## src/rtl/demux_16_reg.sv

```systemverilog
// Registered 1-to-16 word distributor: one producer stream steered to one channel
// or broadcast to all 16, each channel holding its word until its consumer acks.
module demux_16_reg (
    input  logic         clock,
    input  logic         reset,
    input  logic         in_valid,
    output logic         in_ready,
    input  logic [3:0]   select,
    input  logic         broadcast,
    input  logic [31:0]  data_in,
    output logic [511:0] out_data,
    output logic [15:0]  out_valid,
    input  logic [15:0]  out_ack,
    output logic [15:0]  accept_count
);

    logic [15:0] free;
    logic        accept;
    logic [15:0] write_en;

    // A channel being drained this cycle can take a new word (pass-through).
    always_comb begin
        free     = ~out_valid | out_ack;
        in_ready = broadcast ? (&free) : free[select];
        accept   = in_valid & in_ready;
        write_en = 16'h0000;
        if (accept) begin
            write_en = broadcast ? 16'hFFFF : (16'h0001 << select);
        end
    end

    // A write beats a same-cycle ack; an ack on an empty channel changes nothing.
    always_ff @(posedge clock) begin
        if (!reset) begin
            out_data     <= '0;
            out_valid    <= '0;
            accept_count <= '0;
        end else begin
            for (int i = 0; i < 16; i++) begin
                if (write_en[i]) begin
                    out_data[32*i +: 32] <= data_in;
                    out_valid[i]         <= 1'b1;
                end else if (out_ack[i]) begin
                    out_valid[i]         <= 1'b0;
                end
            end
            if (accept) begin
                accept_count <= accept_count + 16'd1;
            end
        end
    end

endmodule
```

## config.mk

```make
export PLATFORM = sky130hd
export DESIGN_NAME = demux_16_reg
export DESIGN_NICKNAME = d
export VERILOG_FILES = /design/src/rtl/demux_16_reg.sv
export SDC_FILE = /design/constraint.sdc
export NUM_CORES = 1
export LEC_CHECK = 0
export BUFFER_PORTS_ARGS = -buffer_cell sky130_fd_sc_hd__buf_2
export CORE_MARGIN = 8
export CORE_UTILIZATION = 36
export CTS_CLUSTER_SIZE = 16
export DETAILED_ROUTE_END_ITERATION = 8
export GPL_ROUTABILITY_DRIVEN = 0
export PLACE_DENSITY = 0.66
export SYNTH_ARGS = -nofsm -noshare
export SYNTH_HDL_FRONTEND = slang
export SYNTH_SLANG_ARGS = --single-unit
```

## constraint.sdc

```tcl
create_clock -name clock -period 3 [get_ports clock]
set_input_delay 0.45 -clock clock [delete_from_list [all_inputs] [get_ports clock]]
set_output_delay 0.45 -clock clock [all_outputs]
set_load 0.01 [all_outputs]
```

==> impl_metrics.toml <==
[outcome]
outcome = "finished clean"

[cts]
cts_buffers = 55
cts-root-buf = "clkbuf_16"
cts_resized = 0
clock_latency_ns = 0.60
cts_setup_buffers = 0
h-tree-depth = 2
clock-sinks = 544
ctsHoldBuffers = 0
cts_buffer_depth = 3
cts_tree = "built"
clk_pin_slew_ns = 0.06

[run]
cap_violations = 0

[setup_path]
crit_arrival_ns = 2.53
path_depth = 7
critical_path_class = "flop to primary output"
cp_slowest_stage_delay_ns = 0.49
crit_fanout = 2
reg2reg_depth = 8
endpoint = "in_ready"
crit_path_start_kind = "flop"
cp_data_required_time_ns = 2.55
crit_chain = "nor2b_1 -> buf_4 -> mux2i_1 -> o211a_1 -> o211ai_1 -> nand2_1 -> buf_2"
critPathBufInv = 2
reg2reg_slack_ns = 0.15
critPathTopFamily = "simple AND/OR/NAND/NOR gates"
crit_path_top_delay_cell = "nor2b_1"
crit_path_end_kind = "primary output"
startpoint = "out_valid[13]$_SDFFE_PN0P_"
regToRegEndpoint = "out_data[405]$_SDFFE_PN0P_"
rr_startpoint = "out_valid[13]$_SDFFE_PN0P_"

[final_layout]
fin_nets = 2535
multi_input_area_mm2 = 0.00854
final_common_cell = "buf_2"
drive_above_1_share_pct = 30.5
areaGrowthSynthToFinish_pct = 27.8
fill_cells = 5255
stdcell_area_mm2 = 0.0259
mostFrequentLayoutCells = "599 x buf_2, 563 x nand2_1, 544 x dfxtp_1"
regArea_mm2 = 0.0109

[route]
dr.first_iter.drc_count = 1093
drcViolationCount = 0
viasPerCell = 4.91
drt_pre_antenna_iters = 7
route.met3.wl_um = 5890
wl_met1_um = 29000
vias = 16100
postRouteAntennaNets = 0
wl_per_cell_um = 21.4
dr_wl_met2_um = 33100
wl_um = 70400
top_layer = "met4"

[logic_synthesis]
synth_flop_cell = "dfxtp_1"
ys_ff_latch = 544
synthCells = 1934
async_flop_share_pct = 0
synth_nets = 1991
syn_avg_cell_area_um2 = 10.5
syn_area_mm2 = 0.0203
synth_cell_types = 39
synth_warnings = 0
synth-edff-count = 0
seq_area_frac_synth_pct = 53.6

[timing]
slew_headroom_pct = 28.8
finalMaxSlewViolations = 0
finalCriticalPeriod_ns = 2.98
hold_ws_ns = 0.223
setup_viol = 0
tightest_slew_ns = 1.07
period_share_pct = 99.5
hold_viol = 0
setup_tns_ns = 0
skew_ns = 0.0188
clock.fmax_ghz = 0.335
rsz0062_at_grt = "no"

[placement]
io_buffers = 600
dp.final_hpwl_um = 48700
placed_area_mm2 = 0.0240

[global_routing]
antenna_found_initial = 2
grt_max_degree = 120
gr-total-overflow = 0
track_usage_pct = 20.5
grt_pass1_wl_um = 102000
grt_pass1_vias = 16400

[floorplanning]
initial_core_util_pct = 36.2
rows = 87
ioPinCount = 601
dieArea_mm2 = 0.0643
coreArea_mm2 = 0.0561
die_w_um = 253
die_h_um = 253

[pwr]
vdd_drop_max_uv = 414
p_leak_nw = 11.4
power.density_mw_per_mm2 = 672

[hold_path]
hold_class = "primary input to flop"
hold_start = "out_ack[10]"
[Yosys cell counts, drive strengths merged (2+ instances only)]
| cell type | count | share of area (%) |
|---|---|---|
| and3 | 3 | 0.092 |
| mux2i | 527 | 26 |
| or4 | 3 | 0.11 |
| nor2 | 4 | 0.074 |
| a31oi | 7 | 0.22 |
| a211oi | 2 | 0.074 |
| nand2b | 14 | 0.43 |
| mux4 | 3 | 0.33 |
| dfxtp | 544 | 54 |
| nand4 | 3 | 0.17 |
| clkbuf | 101 | 1.9 |
| nand3 | 12 | 0.30 |
| a21oi | 36 | 1.6 |
| a2111oi | 3 | 0.22 |
| buf | 58 | 2.7 |
| nand2 | 563 | 10 |
| nor2b | 20 | 0.62 |
| o21a | 16 | 0.59 |
[registers in the layout, summed over array words and instances, names as in the netlist]
signal        count
accept_count     16
out_data        512
out_valid        16
[tightest hold or removal path, cell delays in order]
cell     delay (ns)
buf_2          0.07
nor2b_1        0.06
o21a_1         0.18
[report_power, final]
group	switching [mW]	internal, mW
clock network	2.96	4.26
registers	0.242	7.67
logic	1.42	0.884
[how the worst min path moves through the flow]
stage                     slack (ns)  cells past startpoint                    endpoint
final                           0.22                      3  out_valid[10]$_SDFFE_PN0P_
after global routing            0.21                      3  out_valid[14]$_SDFFE_PN0P_
after CTS                       0.18                      3  out_valid[11]$_SDFFE_PN0P_
after detailed placement        0.44                      2  out_data[122]$_SDFFE_PN0P_
after global placement          0.44                      2  out_data[367]$_SDFFE_PN0P_
after floorplan                 0.48                      2    out_data[0]$_SDFFE_PN0P_
[metrics by stage]
stage	instances	power, mW	utilization (%)	setup WS [ns]
floorplan	1934	9.38	-	0.591
global placement	3177	10.3	42.8	0.0768
detailed placement	3177	10.4	42.8	0.0438
CTS	3281	17.6	46.3	0.0669
global route	3282	18.0	46.3	0.0167
finish	3284	17.4	46.3	0.0154
[metal layers]
layer	global-route usage (%)	up-vias
met5	0	-
li1	-	7506
met1	25.2	7887
met3	5.89	123
met4	7.33	0
met2	34.0	593
[kinds of logic (layout without fill, tap and decap cells)]
kind of cell	after synthesis	in the layout	synth area share (%)
fa+ha+maj	1	1	0.0616
buf+inv	160	751	4.54
other cells	0	3	0
mux	530	530	26.3
flops	544	544	53.6
simple gates	627	627	12.4
compound gates	72	72	3.04
[cell type report]
class                   count  area share [%]
well taps                 756            3.65
multi-input cells        1230            32.9
clock buffers              79            6.35
flip-flops and latches    544            42.0
inverters                   1          0.0145
repair buffers            646            14.0
diodes                      3          0.0289
clock inverters            25            1.10
(Power assumes the default switching activity.)
